## src/rtl/stage_m_pkg.sv

```systemverilog
// rtl/stage_m_pkg.sv - memory-op and FSM encodings shared by the M-stage memory controller
package stage_m_pkg;

  localparam logic [3:0] MEM_NONE = 4'd0;
  localparam logic [3:0] MEM_LW   = 4'd1;
  localparam logic [3:0] MEM_LH   = 4'd2;
  localparam logic [3:0] MEM_LHU  = 4'd3;
  localparam logic [3:0] MEM_LB   = 4'd4;
  localparam logic [3:0] MEM_LBU  = 4'd5;
  localparam logic [3:0] MEM_SW   = 4'd6;
  localparam logic [3:0] MEM_SH   = 4'd7;
  localparam logic [3:0] MEM_SB   = 4'd8;

  localparam logic [1:0] ST_IDLE = 2'd0;
  localparam logic [1:0] ST_REQ  = 2'd1;
  localparam logic [1:0] ST_DONE = 2'd2;

  function automatic logic is_load(input logic [3:0] op);
    return (op >= MEM_LW) && (op <= MEM_LBU);
  endfunction

  function automatic logic is_store(input logic [3:0] op);
    return (op >= MEM_SW) && (op <= MEM_SB);
  endfunction

  function automatic logic [3:0] byte_enables(input logic [3:0] op, input logic [1:0] a);
    case (op)
      MEM_LW, MEM_LH, MEM_LHU, MEM_LB, MEM_LBU, MEM_SW: byte_enables = 4'hF;
      MEM_SH:  byte_enables = a[1] ? 4'hC : 4'h3;
      MEM_SB:  byte_enables = 4'b0001 << a;
      default: byte_enables = 4'h0;
    endcase
  endfunction

endpackage

```

## src/rtl/stage_m_if.sv

```systemverilog
// rtl/stage_m_if.sv - data-memory request/acknowledge bus between the M stage and memory
interface stage_m_if;

  logic        dm_req;
  logic        dm_we;
  logic [31:0] dm_addr;
  logic [3:0]  dm_be;
  logic [31:0] dm_wdata;
  logic        dm_ack;
  logic [31:0] dm_rdata;

  modport master (output dm_req, dm_we, dm_addr, dm_be, dm_wdata, input dm_ack, dm_rdata);
  modport slave  (input dm_req, dm_we, dm_addr, dm_be, dm_wdata, output dm_ack, dm_rdata);

endinterface

```

## src/rtl/stage_m_load_ext.sv

```systemverilog
// rtl/stage_m_load_ext.sv - selects the addressed byte/half of a read word and extends it
module load_ext
  import stage_m_pkg::*;
(
  input  logic [3:0]  op,
  input  logic [1:0]  byte_off,
  input  logic [31:0] rdata,
  output logic [31:0] result
);

  logic [31:0] shifted;
  logic [7:0]  byte_sel;
  logic [15:0] half_sel;

  always_comb begin
    shifted  = rdata >> {byte_off, 3'b000};
    byte_sel = shifted[7:0];
    half_sel = byte_off[1] ? rdata[31:16] : rdata[15:0];
    case (op)
      MEM_LH:  result = {{16{half_sel[15]}}, half_sel};
      MEM_LHU: result = {16'h0000, half_sel};
      MEM_LB:  result = {{24{byte_sel[7]}}, byte_sel};
      MEM_LBU: result = {24'h000000, byte_sel};
      default: result = rdata;
    endcase
  end

endmodule

```

## src/rtl/stage_m.sv

```systemverilog
// rtl/stage_m.sv - M-stage memory access controller: one held request per load/store, stalls until ack
module stage_m
  import stage_m_pkg::*;
(
  input  logic        clk,
  input  logic        reset,
  input  logic        valid_M,
  input  logic [3:0]  MemOp_M,
  input  logic [31:0] C_M,
  input  logic [31:0] WD_M,
  stage_m_if.master   dm,
  output logic [31:0] RD_M,
  output logic        mem_busy,
  output logic        addr_err
);

  logic [1:0]  state;
  logic [31:0] addr_q;
  logic [3:0]  op_q;
  logic [3:0]  be_q;
  logic [31:0] wdata_q;
  logic [31:0] ext_data;
  logic        is_ls;
  logic        aligned;
  logic        start;
  logic [31:0] wdata_d;

  always_comb begin
    is_ls = is_load(MemOp_M) || is_store(MemOp_M);
    case (MemOp_M)
      MEM_LW, MEM_SW:          aligned = (C_M[1:0] == 2'b00);
      MEM_LH, MEM_LHU, MEM_SH: aligned = ~C_M[0];
      default:                 aligned = 1'b1;
    endcase
    start    = valid_M && is_ls && aligned;
    addr_err = valid_M && is_ls && !aligned;
    mem_busy = ((state == ST_IDLE) && start) || (state == ST_REQ);
    case (MemOp_M)
      MEM_SW:  wdata_d = WD_M;
      MEM_SH:  wdata_d = {2{WD_M[15:0]}};
      MEM_SB:  wdata_d = {4{WD_M[7:0]}};
      default: wdata_d = 32'h0;
    endcase
  end

  // Request fields come only from the latched copy so they stay stable while memory stalls.
  always_comb begin
    dm.dm_req   = (state == ST_REQ);
    dm.dm_we    = (state == ST_REQ) && is_store(op_q);
    dm.dm_be    = (state == ST_REQ) ? be_q : 4'h0;
    dm.dm_addr  = {addr_q[31:2], 2'b00};
    dm.dm_wdata = wdata_q;
  end

  load_ext u_load_ext (
    .op       (op_q),
    .byte_off (addr_q[1:0]),
    .rdata    (dm.dm_rdata),
    .result   (ext_data)
  );

  always_ff @(posedge clk) begin
    if (reset) begin
      state   <= ST_IDLE;
      addr_q  <= 32'h0;
      op_q    <= MEM_NONE;
      be_q    <= 4'h0;
      wdata_q <= 32'h0;
      RD_M    <= 32'h0;
    end else begin
      case (state)
        ST_IDLE: begin
          if (start) begin
            addr_q  <= C_M;
            op_q    <= MemOp_M;
            be_q    <= byte_enables(MemOp_M, C_M[1:0]);
            wdata_q <= wdata_d;
            state   <= ST_REQ;
          end
        end
        ST_REQ: begin
          if (dm.dm_ack) begin
            if (is_load(op_q)) RD_M <= ext_data;
            state <= ST_DONE;
          end
        end
        // The finished instruction is still sitting in M here; skipping start avoids re-issuing it.
        ST_DONE: state <= ST_IDLE;
        default: state <= ST_IDLE;
      endcase
    end
  end

endmodule

```

## src/flat_wrapper.sv

```systemverilog
// flat-port wrapper written by rule: the top's interface ports become plain ports
module stage_m_flat import stage_m_pkg::*;
  (clk, reset, valid_M, MemOp_M, C_M, WD_M, RD_M, mem_busy, addr_err, dm_dm_req, dm_dm_we, dm_dm_addr, dm_dm_be, dm_dm_wdata, dm_dm_ack, dm_dm_rdata);
  stage_m_if dm_i ();
  input  logic clk;
  input  logic reset;
  input  logic valid_M;
  input  logic [3:0] MemOp_M;
  input  logic [31:0] C_M;
  input  logic [31:0] WD_M;
  output logic [31:0] RD_M;
  output logic mem_busy;
  output logic addr_err;
  output wire logic [$bits(dm_i.dm_req)-1:0] dm_dm_req;
  output wire logic [$bits(dm_i.dm_we)-1:0] dm_dm_we;
  output wire logic [$bits(dm_i.dm_addr)-1:0] dm_dm_addr;
  output wire logic [$bits(dm_i.dm_be)-1:0] dm_dm_be;
  output wire logic [$bits(dm_i.dm_wdata)-1:0] dm_dm_wdata;
  input wire logic [$bits(dm_i.dm_ack)-1:0] dm_dm_ack;
  input wire logic [$bits(dm_i.dm_rdata)-1:0] dm_dm_rdata;
  assign dm_dm_req = dm_i.dm_req;
  assign dm_dm_we = dm_i.dm_we;
  assign dm_dm_addr = dm_i.dm_addr;
  assign dm_dm_be = dm_i.dm_be;
  assign dm_dm_wdata = dm_i.dm_wdata;
  assign dm_i.dm_ack = dm_dm_ack;
  assign dm_i.dm_rdata = dm_dm_rdata;
  stage_m u_core (.clk(clk), .reset(reset), .valid_M(valid_M), .MemOp_M(MemOp_M), .C_M(C_M), .WD_M(WD_M), .dm(dm_i), .RD_M(RD_M), .mem_busy(mem_busy), .addr_err(addr_err));
endmodule
```

## config.mk

```make
export PLATFORM = sky130hd
export DESIGN_NAME = stage_m_flat
export DESIGN_NICKNAME = d
export VERILOG_FILES = /design/src/rtl/stage_m_pkg.sv /design/src/rtl/stage_m_if.sv /design/src/rtl/stage_m_load_ext.sv /design/src/rtl/stage_m.sv /design/src/flat_wrapper.sv
export SDC_FILE = /design/constraint.sdc
export NUM_CORES = 1
export LEC_CHECK = 0
export BUFFER_PORTS_ARGS = -buffer_cell sky130_fd_sc_hd__buf_2
export CAP_MARGIN = 20
export CORE_MARGIN = 1
export CORE_UTILIZATION = 50
export DETAILED_ROUTE_END_ITERATION = 10
export PLACE_DENSITY = 0.81
export SETUP_SLACK_MARGIN = 0.1
export SLEW_MARGIN = 10
export SYNTH_ARGS = -nofsm -noshare
export SYNTH_HDL_FRONTEND = slang
export SYNTH_HIERARCHICAL = 1
export SYNTH_SLANG_ARGS = --single-unit
```

## constraint.sdc

```tcl
create_clock -name clk -period 2.2 [get_ports clk]
set_clock_uncertainty 0.1 [all_clocks]
set_input_delay 0.44 -clock clk [delete_from_list [all_inputs] [get_ports clk]]
set_output_delay 0.44 -clock clk [all_outputs]
set_load 0.05 [all_outputs]
```

* Yosys cells after proc, flatten, opt, wreduce, memory -nomap -nowiden *
Index checks and enable logic that the tools add are counted.

storage, ports and cells
  output and inout bits = 104
  flip-flop bits (word level) = 106

cells by class
  order comparisons = 8
  shift-type cells = 2
  bitwise logic cells = 1
  reduce and logical (&&, ||, !) cells = 20
  equal/unequal tests = 15
  muxes and demuxes = 10

operators by type and width
  cell                   count
  $pmux W32 S4           1
  $pmux W32 S3           1
  $shr A32 B5 Y8         1
  $eq A4 B3 Y1 const B   6
  $eq A4 B2 Y1 const B   4
  $mux W16               1
  $pmux W4 S3            1
  $logic_and A1 B1 Y1    9
  $ge A4 B1 Y1 const B   2
  $ge A4 B3 Y1 const B   2
  $le A4 B3 Y1 const B   2
  $le A4 B4 Y1 const B   2
  $mux W4                2
  $reduce_or A6 Y1       1
  $eq A4 B1 Y1 const B   1
  $eq A4 B4 Y1 const B   1
  $logic_not A2 Y1       2
  $mux W2                2
  $ne A2 B1 Y1 const B   2
  $pmux W2 S2            1
  $reduce_and A2 Y1      2
  $shl A1 B2 Y4 const A  1
  $reduce_and A3 Y1      1
  $reduce_or A3 Y1       1
  other kinds (6)        7

* Logic depth before layout (Yosys ltp) *
  word-level depth = 7
  mapped depth = 9
  gate-level depth less buffers = 5

* Modules after synthesis *
Netlist, hierarchy kept.

by module, submodules not included
  module    area each (um2)  cells each  times used
  stage_m   4914.7           556         1
  load_ext  621.8            89          1

* Least setup slack after synthesis *
No wires, ideal clock.

  path type = input to output
  from = in MemOp_M[1]
  to = out addr_err
  data arrival time = 1.924 ns
  stages = 6
  slack = -0.264 ns
  required time = 1.660 ns
  buffers on the path = 3
  cells stage by stage = buf_2 > nand3b_1 > a31o_1 > buf_2 > clkbuf_1 > nor2_1

between the ends
  longest elaborated chain between the ends = 5

RTL lines
  item                                                            line                          source
  start: declaration                                              flat_wrapper.sv:8             input logic [3:0] MemOp_M;
  $eq A4 B2 Y1 (tied with other cells)                            stage_m.sv:30                 case (MemOp_M)
  $reduce_or A3 Y1 (tied with other cells)                        stage_m.sv:30
  $pmux W1 S2 / $logic_or A1 B1 Y1 (equally long branches)        stage_m.sv:30, stage_m.sv:29
  $logic_not A1 Y1 / $logic_and A1 B1 Y1 (equally long branches)  stage_m.sv:36                 addr_err = valid_M && is_ls && !aligned;
  $logic_and A1 B1 Y1 *                                           stage_m.sv:36
  end: declaration                                                flat_wrapper.sv:13            output logic addr_err;

Every way passes the cells marked *; elsewhere a longest branch is shown, timed or not.

* Final worst setup path *
  from = in MemOp_M[0]
  to = out addr_err

Same word-level chain as after synthesis.

==> flow_summary.yaml <==
place:
  dp.cells: 915
  numPortBuffers: 205
  placed_area_sq_um: 6384
  dp_hpwl_um: 11100
  gp_congestion: 0.8702
power_and_ir_drop:
  p_sw_w: 0.001359
  clockPowerShare_pct: 32.2
  internal_power_w: 0.003108
  switching_share_pct: 30.43
  power_frac_seq_pct: 45.9
  ir_drop_uv: 453.3
  p_leak_nw: 2.757
  power_density_nw_per_um2: 668.5
  p_total_w: 0.004468
  power_frac_comb_pct: 21.9
die:
  die_h_um: 107.2
  core_sq_um: 10790
  rows: 38
  fp.dieW_um: 107.2
  start_util_pct: 51.30
  die-area_sq_um: 11500
  io_pins: 208
cts:
  cts.sink_count: 106
  cts_hold_buf: 0
  cts.clk_slew.worst_paths_ps: 100
  clock_latency_ps: 370
  cts_root_buf: "clkbuf_8"
  max-clock-path-buffers: 2
  cts_max_level: 3
  tritoncts: "built"
  numCtsBuffers: 9
run:
  drv_cap: 0
worst_setup_path:
  timing.rr.start: "u_core/op_q[2]"
  crit_chain: "buf_2 > nor2b_2 > nand3b_1 > a31o_4 > nor2_4 > clkbuf_4"
  start_kind: "input port"
  r2r_slack_ps: 280
  reg2reg_to: "u_core/RD_M[26]"
  worst_path_max_delay_cell: "a31o_4"
  end_kind: "output port"
  reg2regPathDepth: 5
  crit_type: "in2out"
  critPathMaxFanout: 8
  cpPeakStageDelay_ps: 270
  cp.required_ps: 1660
  critPathArrivalTime_ps: 1510
timing:
  final-setup-viol-count: 0
  fin_setup_tns_ps: 0
  rsz0062_at_grt: "true"
  max_slew_margin_pct: 60.14
  hold_viol: 0
  slew_viol_final: 0
  max_freq_ghz: 0.4867
  fin_crit_sh_pct: 93.40
  tightest_slew_ps: 596.6
  period_needed_ps: 2055
global_route:
  grt_first_pass_wirelength_um: 24670
  track_usage_pct: 26.86
  overflow: 0
  grt_max_degree: 77
  grt_pass1_vias: 5066
  antenna_found_initial: 0
min_path:
  min_path_cells: 3
  whs_endpoint: "u_core/addr_q[20]"
  min_path_type: "in2reg"
  hp-start: "C_M[20]"
final_layout:
  regArea_sq_um: 2126
  drive_gt1_share_pct: 36.54
  finalNonFillerCells: 931
  area_growth_pct: 20.70
  nets: 891
  antenna_cells: 0
  layout_common_cells: "200 x buf_2, 103 x dfxtp_1, 72 x nand2_1"
  multi_input_comb_area_sq_um: 2905
  mostFrequentLayoutCell: "buf_2"
  fill_cells: 956
  final_util_pct: 61.92
  fin_area_sq_um: 6683
yosys:
  synth_area_leaders: "dfxtp_1 38%, nand4b_1 5.9%, nand2b_1 5.5%, a21oi_1 5.5%, a211oi_2 5.0%"
  yosysWarnings: 6
  synth_edf_count: 0
  ys_ff_latch: 106
  syn_area_sq_um: 5537
  yosys.area.top_type: "dfxtp_1"
  synth_top_flop_cell: "dfxtp_1"
  synthArstFlopShare_pct: 0
  yosysTopAreaCellShare_pct: 38.33
  syn_area_per_cell_sq_um: 8.584
  netlist_instances: 645
  yosys.cell_types.count: 45
  ys_seq_area_share_pct: 38.33
drt:
  met1_length_um: 6421
  wl_met3_um: 1428
  drc: 0
  vias: 5489
  top_layer: "met4"
  drt_iter0_drc: 456
  finalWirelength_um: 15730
  wl_met2_um: 7495
  wire_per_inst_um: 16.89
  final_antenna_net_count: 0
  viasPerCell: 5.896
  first_pass_iters: 5
outcome:
  status: "complete, no violations"
-- cells in the mapped netlist (2+ instances only) --
cell	count
a211oi_1	2
a211oi_2	22
a21oi_1	61
a221o_1	15
a22oi_1	24
and2_1	8
and3b_1	2
buf_1	2
buf_2	19
buf_4	35
buf_6	7
clkbuf_1	33
dfxtp_1	106
mux2_2	8
mux2i_1	8
nand2_1	72
nand2b_1	49
nand3_1	16
nand3b_1	2
nand4_1	8
nand4b_1	37
nor2_1	13
nor2b_1	3
nor3_1	3
nor4b_2	2
o21a_1	6
o21ai_0	19
o21ai_1	45
or4b_1	2
-- sequential cells by signal, summed over array words and instances, names as in the netlist --
name and count:
u_core/op_q 4, u_core/state 2, u_core/addr_q 32, u_core/dm.dm_wdata 32
u_core/RD_M 32, u_core/be_q 4
-- timing repair --
action                                  in CTS  in global routing
resized for setup                            5                 10
setup buffers                                0                  1
cloned                                       0                  0
endpoints found under the setup margin       2                 23
pin swaps                                    0                  1
-- metal layers --
| metal | track usage (%) | vias to the layer above |
|---|---|---|
| li1 | - | 2563 |
| met1 | 33.61 | 2600 |
| met2 | 45.53 | 294 |
| met3 | 5.836 | 32 |
| met4 | 9.100 | 0 |
| met5 | 0 | - |
-- power by group through the flow --
stage | logic [W] | registers, W | clock network [W]
final | 0.000979 | 0.00205 | 0.00144
after floorplan | 0.000587 | 0.00222 | 0
after detailed placement | 0.000955 | 0.00209 | 0
after global routing | 0.00104 | 0.00206 | 0.00154
after CTS | 0.000961 | 0.00205 | 0.00147
after global placement | 0.000936 | 0.00209 | 0
-- worst max-delay path, delay by kind of cell --
| family | cells | cell delay (ps) |
|---|---|---|
| buffers and inverters | 2 | 410 |
| AND/OR/NAND/NOR | 3 | 390 |
| AO/OA/AOI/OAI | 1 | 270 |
-- worst max path at each step --
| stage | start | slack [ps] | end |
|---|---|---|---|
| 2_1_floorplan | MemOp_M[1] | 90 | addr_err |
| 3_3_place_gp | MemOp_M[0] | 130 | mem_busy |
| 3_5_place_dp | valid_M | 90 | u_core/dm.dm_wdata[29] |
| 4_1_cts | u_core/op_q[1] | 80 | dm_dm_we |
| 5_1_grt | u_core/state[0] | 80 | dm_dm_be[1] |
| 6_report | MemOp_M[0] | 150 | addr_err |
-- through the flow --
stage,setup slack (ps),hold WS (ps)
after floorplan,91.28,332.2
after global placement,128.3,338.5
after detailed placement,91.26,344.2
after CTS,81.64,220.1
after global routing,77.31,228.9
final,145.2,239.6
-- kinds of logic after synthesis --
family / share of synthesized area, %
multiplexers: 3.480
other: 0.06773
XOR/XNOR: 0.1582
AND/OR/NAND/NOR: 23.32
buffers and inverters: 10.42
flip-flops: 38.33
AO/OA/AOI/OAI: 24.23
-- cell type report --
type                    count  area share [%]
clock inverters             5           1.535
inverters                   1         0.05617
multi-input cells         442           43.48
clock buffers              10           2.060
repair buffers            227           18.44
flip-flops and latches    106           31.81
well taps                 140           2.621
Power figures use the tool's default switching activity.
